$ cat src/rtl/demux_4x_nbit_reg_if.sv
// Bus bundle for demux_4x_nbit_reg: one valid/ready input stream with a 2-bit
// select, and four valid/ready output channels a..d plus busy.
interface demux_4x_nbit_reg_if #(
    parameter int BUS_WIDTH = 8
);
    logic [BUS_WIDTH-1:0] in_data;
    logic [1:0]           in_sel;
    logic                 in_valid;
    logic                 in_ready;
    logic [BUS_WIDTH-1:0] a, b, c, d;
    logic                 a_valid, b_valid, c_valid, d_valid;
    logic                 a_ready, b_ready, c_ready, d_ready;
    logic                 busy;

    // Producer and consumers together form the master side.
    modport master (
        output in_data, in_sel, in_valid,
        output a_ready, b_ready, c_ready, d_ready,
        input  in_ready, a, b, c, d,
        input  a_valid, b_valid, c_valid, d_valid, busy
    );

    modport slave (
        input  in_data, in_sel, in_valid,
        input  a_ready, b_ready, c_ready, d_ready,
        output in_ready, a, b, c, d,
        output a_valid, b_valid, c_valid, d_valid, busy
    );
endinterface

$ cat src/rtl/demux_4x_nbit_reg.sv
// Registered 1-to-4 demux: one-entry register per output channel, each with an
// independent handshake. Optional per-channel transfer counters: DEMUX_4X_NBIT_CNT_EN.
module demux_4x_nbit_reg_ch #(
    parameter int BUS_WIDTH = 8
`ifdef DEMUX_4X_NBIT_CNT_EN
    , parameter int CNT_WIDTH = 16
`endif
) (
    input  logic                 clk,
    input  logic                 reset_n,
    input  logic                 load,
    input  logic [BUS_WIDTH-1:0] load_data,
    input  logic                 rdy,
    output logic [BUS_WIDTH-1:0] q,
    output logic                 vld,
    output logic                 free
`ifdef DEMUX_4X_NBIT_CNT_EN
    , output logic [CNT_WIDTH-1:0] cnt
`endif
);
    // A draining channel is free, so load and drain can share an edge.
    assign free = !vld | rdy;

    always_ff @(posedge clk or negedge reset_n) begin
        if (!reset_n) begin
            q   <= '0;
            vld <= 1'b0;
        end else if (load) begin
            q   <= load_data;
            vld <= 1'b1;
        end else if (vld && rdy) begin
            vld <= 1'b0;
        end
    end

`ifdef DEMUX_4X_NBIT_CNT_EN
    always_ff @(posedge clk or negedge reset_n) begin
        if (!reset_n)
            cnt <= '0;
        else if (vld && rdy)
            cnt <= cnt + 1'b1;
    end
`endif
endmodule

module demux_4x_nbit_reg #(
    parameter int BUS_WIDTH = 8,
    parameter int CNT_WIDTH = 16
) (
    input  logic                 clk,
    input  logic                 reset_n,
    demux_4x_nbit_reg_if.slave   bus
`ifdef DEMUX_4X_NBIT_CNT_EN
    , output logic [CNT_WIDTH-1:0] cnt_a,
    output logic [CNT_WIDTH-1:0]   cnt_b,
    output logic [CNT_WIDTH-1:0]   cnt_c,
    output logic [CNT_WIDTH-1:0]   cnt_d
`endif
);
    localparam int NUM_LANES = 4;

    logic [NUM_LANES-1:0]                ld, rdy, vld, free;
    logic [NUM_LANES-1:0][BUS_WIDTH-1:0] q;
`ifdef DEMUX_4X_NBIT_CNT_EN
    logic [NUM_LANES-1:0][CNT_WIDTH-1:0] cnt;
`endif

    if (CNT_WIDTH < 1) begin : g_bad_cnt_width
        $error("CNT_WIDTH must be at least 1");
    end

    assign rdy          = {bus.d_ready, bus.c_ready, bus.b_ready, bus.a_ready};
    assign bus.in_ready = free[bus.in_sel];

    always_comb begin
        ld              = '0;
        ld[bus.in_sel]  = bus.in_valid & bus.in_ready;
    end

    for (genvar i = 0; i < NUM_LANES; i++) begin : g_ch
        demux_4x_nbit_reg_ch #(
            .BUS_WIDTH(BUS_WIDTH)
`ifdef DEMUX_4X_NBIT_CNT_EN
            , .CNT_WIDTH(CNT_WIDTH)
`endif
        ) u_ch (
            .clk       (clk),
            .reset_n   (reset_n),
            .load      (ld[i]),
            .load_data (bus.in_data),
            .rdy       (rdy[i]),
            .q         (q[i]),
            .vld       (vld[i]),
            .free      (free[i])
`ifdef DEMUX_4X_NBIT_CNT_EN
            , .cnt     (cnt[i])
`endif
        );
    end

    assign bus.a       = q[0];
    assign bus.b       = q[1];
    assign bus.c       = q[2];
    assign bus.d       = q[3];
    assign bus.a_valid = vld[0];
    assign bus.b_valid = vld[1];
    assign bus.c_valid = vld[2];
    assign bus.d_valid = vld[3];
    assign bus.busy    = |vld;

`ifdef DEMUX_4X_NBIT_CNT_EN
    assign cnt_a = cnt[0];
    assign cnt_b = cnt[1];
    assign cnt_c = cnt[2];
    assign cnt_d = cnt[3];
`endif
endmodule

$ cat src/flat_wrapper.sv
// flat-port wrapper written by rule: the top's interface ports become plain ports
module demux_4x_nbit_reg_flat 
#(
    parameter int BUS_WIDTH = 8,
    parameter int CNT_WIDTH = 16
)
  (clk, reset_n, bus_in_data, bus_in_sel, bus_in_valid, bus_a_ready, bus_b_ready, bus_c_ready, bus_d_ready, bus_in_ready, bus_a, bus_b, bus_c, bus_d, bus_a_valid, bus_b_valid, bus_c_valid, bus_d_valid, bus_busy);
  demux_4x_nbit_reg_if #(.BUS_WIDTH(BUS_WIDTH)) bus_i ();
  input  logic clk;
  input  logic reset_n;
  input wire logic [$bits(bus_i.in_data)-1:0] bus_in_data;
  input wire logic [$bits(bus_i.in_sel)-1:0] bus_in_sel;
  input wire logic [$bits(bus_i.in_valid)-1:0] bus_in_valid;
  input wire logic [$bits(bus_i.a_ready)-1:0] bus_a_ready;
  input wire logic [$bits(bus_i.b_ready)-1:0] bus_b_ready;
  input wire logic [$bits(bus_i.c_ready)-1:0] bus_c_ready;
  input wire logic [$bits(bus_i.d_ready)-1:0] bus_d_ready;
  output wire logic [$bits(bus_i.in_ready)-1:0] bus_in_ready;
  output wire logic [$bits(bus_i.a)-1:0] bus_a;
  output wire logic [$bits(bus_i.b)-1:0] bus_b;
  output wire logic [$bits(bus_i.c)-1:0] bus_c;
  output wire logic [$bits(bus_i.d)-1:0] bus_d;
  output wire logic [$bits(bus_i.a_valid)-1:0] bus_a_valid;
  output wire logic [$bits(bus_i.b_valid)-1:0] bus_b_valid;
  output wire logic [$bits(bus_i.c_valid)-1:0] bus_c_valid;
  output wire logic [$bits(bus_i.d_valid)-1:0] bus_d_valid;
  output wire logic [$bits(bus_i.busy)-1:0] bus_busy;
  assign bus_i.in_data = bus_in_data;
  assign bus_i.in_sel = bus_in_sel;
  assign bus_i.in_valid = bus_in_valid;
  assign bus_i.a_ready = bus_a_ready;
  assign bus_i.b_ready = bus_b_ready;
  assign bus_i.c_ready = bus_c_ready;
  assign bus_i.d_ready = bus_d_ready;
  assign bus_in_ready = bus_i.in_ready;
  assign bus_a = bus_i.a;
  assign bus_b = bus_i.b;
  assign bus_c = bus_i.c;
  assign bus_d = bus_i.d;
  assign bus_a_valid = bus_i.a_valid;
  assign bus_b_valid = bus_i.b_valid;
  assign bus_c_valid = bus_i.c_valid;
  assign bus_d_valid = bus_i.d_valid;
  assign bus_busy = bus_i.busy;
  demux_4x_nbit_reg #(.BUS_WIDTH(BUS_WIDTH), .CNT_WIDTH(CNT_WIDTH)) u_core (.clk(clk), .reset_n(reset_n), .bus(bus_i));
endmodule
$ cat config.mk
export PLATFORM = sky130hd
export DESIGN_NAME = demux_4x_nbit_reg_flat
export DESIGN_NICKNAME = d
export VERILOG_FILES = /design/src/rtl/demux_4x_nbit_reg_if.sv /design/src/rtl/demux_4x_nbit_reg.sv /design/src/flat_wrapper.sv
export SDC_FILE = /design/constraint.sdc
export NUM_CORES = 1
export LEC_CHECK = 0
export CAP_MARGIN = 15
export CORE_ASPECT_RATIO = 0.9
export CORE_MARGIN = 1.5
export CORE_UTILIZATION = 47
export CTS_BUF_LIST = sky130_fd_sc_hd__clkbuf_4
export CTS_CLUSTER_DIAMETER = 60
export DETAILED_ROUTE_END_ITERATION = 16
export PLACE_DENSITY = 0.85
export SLEW_MARGIN = 20
export SYNTH_ARGS = -nofsm -noshare
export SYNTH_HDL_FRONTEND = slang
export SYNTH_SLANG_ARGS = --single-unit
$ cat constraint.sdc
create_clock -name clk -period 3.55 [get_ports clk]
set_input_delay 0.5325 -clock clk [delete_from_list [all_inputs] [get_ports clk]]
set_output_delay 0.5325 -clock clk [all_outputs]
set_load 0.005 [all_outputs]
==> results of run 1 <==
[stage by stage]
stage                     hold WS [ns]  total power, mW  worst slack, ns
after floorplan                 0.2369           0.6300            1.864
after global placement          0.4867           0.8381           0.9882
after detailed placement        0.4959           0.8508           0.9609
after CTS                       0.5238            1.069           0.9668
after global routing            0.5394            1.117           0.9211
final                           0.5164            1.055           0.9675
[cell type report]
cell class	count	share of cell area, %
clock buffer	7	2.556
clock inverter	1	0.1826
multi-input combinational	50	23.98
sequential	36	43.82
tap	40	2.435
timing repair buffer	56	27.02
[Yosys cell counts]
cell type  count  area (um2)
mux2_2        32       360.4
o21ai_0        1       5.000
nand3b_2       1       11.26
dfrtp_1       36       900.9
mux4_2         1       22.52
nand3_1        1       5.000
nand2b_1       4       25.02
nor3b_4        1       18.77
nand2_1        5       18.77
or4_1          1       7.510
buf_2          2       10.01
and3_1         1       6.260
nor2b_1        2       12.51
[state kept, by name, indices dropped and copies added, names as in the netlist]
register	flops
u_core.g_ch.u_ch.q	32
u_core.g_ch.u_ch.vld	4
[power by group through the flow]
| stage | Sequential [mW] | Combinational [mW] | Clock, mW |
|---|---|---|---|
| 6_report | 0.533 | 0.306 | 0.215 |
| 3_5_place_dp | 0.542 | 0.309 | 0 |
| 4_1_cts | 0.535 | 0.312 | 0.222 |
| 3_3_place_gp | 0.536 | 0.302 | 0 |
| 2_1_floorplan | 0.544 | 0.0861 | 0 |
| 5_1_grt | 0.543 | 0.330 | 0.244 |
[cell families (layout without fill, tap and decap cells)]
| family | count (synthesis) | in the layout | share of synthesized area [%] |
|---|---|---|---|
| flops | 36 | 36 | 64.17 |
| mux | 33 | 33 | 27.27 |
| simple gates | 16 | 16 | 7.487 |
| buf+inv | 2 | 64 | 0.7130 |
| compound gates | 1 | 1 | 0.3562 |
[how the worst max path moves through the flow]
stage / startpoint / end / slack (ns)
2_1_floorplan: bus_a_ready / bus_in_ready / 1.86
3_3_place_gp: bus_in_sel[1] / bus_in_ready / 0.99
3_5_place_dp: bus_in_sel[1] / bus_in_ready / 0.96
4_1_cts: bus_in_sel[1] / bus_in_ready / 0.97
5_1_grt: bus_in_sel[1] / bus_in_ready / 0.92
6_report: bus_in_sel[1] / bus_in_ready / 0.97
[layer usage]
metal,vias to the layer above,GRT usage [%]
li1,442,-
met1,469,24.01
met2,43,30.82
met3,5,8.747
met4,0,8.696
met5,-,0
==> impl_metrics.csv, run 1 <==
group,metric,value,unit
layout,final_core_utilization,73.61,%
yosys,synth_cell_type_count,13,
place,placed_cells,182,
timing,max_slew.worst_pin.slew,0.5349,ns
worst_hold_path,hold_path_depth,1,
outcome,outcome,"complete, no violations",
yosys,seq_area_frac_synth,64.17,%
yosys,syn_std_cell_area,1404,um2
setup_path,crit_path_start_kind,"input pin",
setup_path,timing.critical_path.cells,"clkdlybuf4s50_1 -> mux4_2 -> clkdlybuf4s50_1",
setup_path,cpPeakStageDelay,0.54,ns
worst_hold_path,worstHoldStart,"u_core.g_ch[1].u_ch.q[6]",
clocking,number_of_h_tree_levels,2,
layout,flow.area_growth_from_synthesis,46.43,%
timing,final-max-slew-violation-count,0,
power_and_ir_drop,power.share.clock,20.4,%
route,detailedRoute.firstIterationViolations,10,
route,antenna_violating_nets_post_route,0,
timing,setup-violations-final,0,
layout,num-fill-cells,220,
route,drt_total_wl,2963,um
yosys,synth.avg_cell_area,15.95,um2
route,route.detailed.wl_per_inst,15.59,um
yosys,ys_ff_latch,36,
timing,fin_skew,0.007264,ns
grt,total_congestion_overflow_after_global_routing,0,
layout,final_cell_mix,"clkdlybuf4s50_1, dfrtp_1, mux2_2",
timing,finalCritPeriodShare,72.75,%
grt,grt_pass1_wl,4478,um
setup_path,cp.buffers_inverters,2,
power_and_ir_drop,power-per-cell-area,513.0,nW/um2
timing,rsz_0062_raised_after_global_routing,"false",
power_and_ir_drop,sequentialPowerShare,50.6,%
layout,register_area,900.9,um2
layout,fin_nets,166,
route,routed_via_density,5.047,
setup_path,cp.arrival,2.05,ns
clocking,worstSkewPairLatency,0.33,ns
setup_path,r2r_start,"u_core.g_ch[2].u_ch.vld",
route,vias,959,
route,detail_route.first_pass.iterations,4,
layout,final_common_cell,"clkdlybuf4s50_1",
grt,via_count_of_the_first_global_routing_pass,955,
floorplanning,core,2793,um2
run,drv_cap,0,
setup_path,worst_r2r_path_depth,3,
route,maxUsedRoutingLayer,"met4",
floorplanning,die_y,54.85,um
place,detailed_place_hpwl,2095,um
yosys,synthesis.instances,88,
setup_path,critical_path_s_most_frequent_cell,"clkdlybuf4s50_1",
clocking,clk_transition_reported_paths,0.10,ns
setup_path,worst-setup-path-type,"in2out",
clocking,tritoncts,"yes",
setup_path,crit_path_top_delay_cell,"clkdlybuf4s50_1",
clocking,number_of_buffers_on_the_longest_clock_path,2,
setup_path,crit_family,"buffers and inverters",
floorplanning,row_count,18,
floorplanning,design.die.area,3324,um2
power_and_ir_drop,cellLeakagePower,0.8659,nW
grt,grt_start_max_net_pins,37,
setup_path,crit_path_end_kind,"primary output",
floorplanning,floorplan.initialDensity,50.27,%
setup_path,reg2reg_setup_slack,2.02,ns
floorplanning,die_x,60.61,um
layout,final-instance-count-excl-fill,190,
clocking,cts.sink_count,36,
power_and_ir_drop,maximum_ir_drop_on_the_vdd_rail,0.3531,mV
worst_hold_path,min_path_type,"reg2reg",
yosys,synth-warning-count,0,
yosys,postSynthNetCount,105,
place,gp_congestion,0.7630,
timing,post-route-min-period,2.582,ns
timing,max_freq,387.2,MHz
setup_path,worstSetupPathDepth,3,
clocking,cts.hold.buffers_added,0,
route,wl_met1,1317,um
layout,drive_gt1_share,29.33,%
setup_path,critPathRequiredTime,3.02,ns
grt,grt_usage,19.83,%
clocking,cts-buffers-inserted,5,
clocking,post_cts.repair.setup_buffers,0,
power_and_ir_drop,switching_power,254.9,uW
timing,relSlewSlack,64.30,%
layout,antenna-diode-count,0,
layout,multi_input_area,493.0,um2
setup_path,critical_path_peak_fanout,4,
route,wl_met3,269,um
floorplanning,ports_placed_on_the_boundary,55,
timing,report.final.hold_viol_count,0,
grt,antenna_found_initial,0,
power_and_ir_drop,power.share.switching,24.16,%
route,wl_met2,1333,um
timing,tns,0,ns
worst_hold_path,timing.hold.worst_endpoint,"u_core.g_ch[1].u_ch.q[6]",
layout,fin_area,2056,um2
clocking,cts_resized,0,
place,port-buffer-count,54,
place,place_area,1999,um2
power_and_ir_drop,gate_power_share,29.0,%
route,residual_drc_count,0,
setup_path,critical_path.reg2reg.endpoint,"u_core.g_ch[2].u_ch.q[1]",
clocking,clk_root_buffer_cell,"clkbuf_4",
power_and_ir_drop,p_int,799.8,uW
No activity file was read; power rests on OpenSTA's default activity.
==> run 2, diff against run 1 <==
--- a/config.mk
+++ b/config.mk
@@ -8,11 +8,11 @@
 export CAP_MARGIN = 15
 export CORE_ASPECT_RATIO = 0.9
 export CORE_MARGIN = 1.5
-export CORE_UTILIZATION = 47
+export CORE_UTILIZATION = 40
 export CTS_BUF_LIST = sky130_fd_sc_hd__clkbuf_4
 export CTS_CLUSTER_DIAMETER = 60
 export DETAILED_ROUTE_END_ITERATION = 16
-export PLACE_DENSITY = 0.85
+export PLACE_DENSITY = 0.77
 export SLEW_MARGIN = 20
 export SYNTH_ARGS = -nofsm -noshare
 export SYNTH_HDL_FRONTEND = slang
==> constraint.sdc (replaced) <==
create_clock -name clk -period 2.3 [get_ports clk]
set_input_delay 0.345 -clock clk [delete_from_list [all_inputs] [get_ports clk]]
set_output_delay 0.345 -clock clk [all_outputs]
set_load 0.005 [all_outputs]
==> run 2 against run 1 <==
- clock skew increased by 0.0043 ns
- non-clock buffer count up 1
- critical path type unchanged
- critical endpoint unchanged
- largest cell class unchanged
- worst setup slack got worse by 0.86 ns
==> impl_metrics.csv, run 2 (synthesis gave the netlist of run 1 again) <==
group,metric,value,unit
place,place_area,2007,um2
grt,total_congestion_overflow_after_global_routing,0,
clocking,post_cts.repair.setup_buffers,0,
timing,final-max-slew-violation-count,0,
clocking,tritoncts,"yes",
setup_path,critPathRequiredTime,1.96,ns
layout,final-instance-count-excl-fill,195,
floorplanning,ports_placed_on_the_boundary,55,
layout,registers.top_by_ff_count,"u_core.g_ch.u_ch.q",
setup_path,crit_path_end_kind,"primary output",
place,placed_cells,187,
floorplanning,row_count,20,
floorplanning,die_x,65.45,um
clocking,number_of_h_tree_levels,2,
place,gp_congestion,0.7722,
power_and_ir_drop,switching_power,391.3,uW
power_and_ir_drop,gate_power_share,28.8,%
clocking,cts.hold.buffers_added,0,
timing,rsz_0062_raised_after_global_routing,"false",
clocking,clk_root_buffer_cell,"clkbuf_4",
timing,relSlewSlack,48.72,%
outcome,outcome,"complete, no violations",
clocking,cts_resized,0,
setup_path,timing.critical_path.cells,"clkdlybuf4s50_1 -> mux4_2 -> clkdlybuf4s50_1",
setup_path,worst-setup-path-type,"in2out",
grt,grt_util_met1,19.50,%
grt,via_count_of_the_first_global_routing_pass,962,
timing,report.final.hold_viol_count,0,
power_and_ir_drop,power.share.clock,20.4,%
route,vias,955,
power_and_ir_drop,maximum_ir_drop_on_the_vdd_rail,0.3506,mV
clocking,cts-buffers-inserted,5,
floorplanning,die_y,59.20,um
clocking,worstSkewPairLatency,0.33,ns
clocking,number_of_buffers_on_the_longest_clock_path,2,
power_and_ir_drop,power.share.switching,24.07,%
layout,num-fill-cells,293,
setup_path,critical_path_peak_fanout,4,
grt,use_met3,4.183,%
timing,tns,0,ns
clocking,cts.sink_count,36,
layout,fin_nets,167,
layout,drive_gt1_share,30.46,%
power_and_ir_drop,cellLeakagePower,0.8712,nW
grt,grt_pass1_wl,4657,um
layout,antenna-diode-count,0,
power_and_ir_drop,p_int,1.234,mW
run,drv_cap,0,
floorplanning,core,3378,um2
route,detail_route.first_pass.iterations,4,
layout,largest_reg_flops,32,
layout,final_common_cell,"clkdlybuf4s50_1",
grt,grt_usage,16.98,%
timing,post-route-min-period,2.189,ns
layout,fin_area,2063,um2
place,detailed_place_hpwl,2243,um
layout,final_cell_mix,"clkdlybuf4s50_1, dfrtp_1, mux2_2",
power_and_ir_drop,power-per-cell-area,787.8,nW/um2
layout,largest_registers,"u_core.g_ch.u_ch.q: 32 flops, u_core.g_ch.u_ch.vld: 4 flops",
grt,grt_most_used_layer,"met2",
floorplanning,floorplan.initialDensity,41.56,%
route,drt_total_wl,3035,um
grt,antenna_found_initial,0,
route,routed_via_density,4.897,
timing,finalCritPeriodShare,95.15,%
timing,max_freq,456.9,MHz
place,pre_cts_ws,0.1050,ns
layout,register_area,900.9,um2
clocking,clk_transition_reported_paths,0.11,ns
timing,fin_skew,0.01157,ns
layout,multi_input_area,493.0,um2
route,antenna_violating_nets_post_route,0,
timing,setup-violations-final,0,
setup_path,crit_path_start_kind,"input pin",
timing,max_slew.worst_pin.slew,0.7691,ns
grt,grt_start_max_net_pins,37,
setup_path,crit_path_top_delay_cell,"clkdlybuf4s50_1",
power_and_ir_drop,sequentialPowerShare,50.8,%
setup_path,critical_path_s_most_frequent_cell,"clkdlybuf4s50_1",
timing,worst_slack,0.1115,ns
route,route.detailed.wl_per_inst,15.56,um
place,port-buffer-count,54,
floorplanning,design.die.area,3874,um2
route,detailedRoute.firstIterationViolations,51,
setup_path,cp.arrival,1.84,ns
layout,flow.area_growth_from_synthesis,46.97,%
grt,grtUsageMet2,30.03,%
worst_hold_path,min_path_type,"in2async",
setup_path,cpPeakStageDelay,0.54,ns
route,residual_drc_count,0,
[run 2: area by class of cell]
class | count | share of cell area, %
Clock inverter | 1 | 0.1819
Clock buffer | 7 | 2.547
Multi-Input combinational cell | 50 | 23.89
Tap cell | 44 | 2.668
Timing Repair Buffer | 57 | 27.05
Sequential cell | 36 | 43.66
[run 2: metrics by stage]
| stage | util, % | total power [mW] | hold slack [ns] |
|---|---|---|---|
| 2_1_floorplan | - | 0.9724 | 0.04941 |
| 3_3_place_gp | 59.41 | 1.295 | 0.4526 |
| 3_5_place_dp | 59.41 | 1.315 | 0.4602 |
| 4_1_cts | 61.07 | 1.646 | 0.09404 |
| 5_1_grt | 61.07 | 1.712 | 0.1274 |
| 6_report | 61.07 | 1.625 | 0.07567 |
[run 2: worst max-delay path, delay by kind of cell]
family                 cells  cell delay, ns
multiplexers               1            0.51
buffers and inverters      2            0.99
[run 2: routing by layer]
layer / wire length, um / up-vias
met5: 0 / -
met4: 31 / 0
met3: 180 / 3
met2: 1554 / 38
met1: 1268 / 478
li1: - / 436
[run 2: power by group through the flow]
stage / logic, mW / clock network [mW] / registers (mW)
CTS: 0.477 / 0.342 / 0.827
global placement: 0.464 / 0 / 0.831
floorplan: 0.133 / 0 / 0.839
detailed placement: 0.475 / 0 / 0.840
global route: 0.505 / 0.367 / 0.840
finish: 0.469 / 0.331 / 0.825
[run 2: final timing paths]
| path | cells after the start | slack, ns | start | to |
|---|---|---|---|---|
| hold / removal | 1 | 0.08 | reset_n | u_core.g_ch[2].u_ch.q[0] |
| setup reg to reg | 3 | 0.82 | u_core.g_ch[1].u_ch.vld | u_core.g_ch[1].u_ch.q[4] |
| max in group asynchronous | 1 | 1.73 | reset_n | u_core.g_ch[0].u_ch.q[6] |
| min in group clk | 1 | 0.51 | u_core.g_ch[0].u_ch.q[6] | u_core.g_ch[0].u_ch.q[6] |
| setup / recovery | 3 | 0.11 | bus_in_sel[1] | bus_in_ready |
| hold reg to reg | 1 | 0.51 | u_core.g_ch[0].u_ch.q[6] | u_core.g_ch[0].u_ch.q[6] |
==> run 3, diff against run 2 <==
--- a/config.mk
+++ b/config.mk
@@ -5,6 +5,7 @@
 export SDC_FILE = /design/constraint.sdc
 export NUM_CORES = 1
 export LEC_CHECK = 0
+export ABC_CLOCK_PERIOD_IN_PS = 2300
 export CAP_MARGIN = 15
 export CORE_ASPECT_RATIO = 0.9
 export CORE_MARGIN = 1.5
@@ -17,3 +18,4 @@
 export SYNTH_ARGS = -nofsm -noshare
 export SYNTH_HDL_FRONTEND = slang
 export SYNTH_SLANG_ARGS = --single-unit
+export TNS_END_PERCENT = 1
==> results of run 3 <==
Final layout, timing and power as in run 2 (identical DEF).
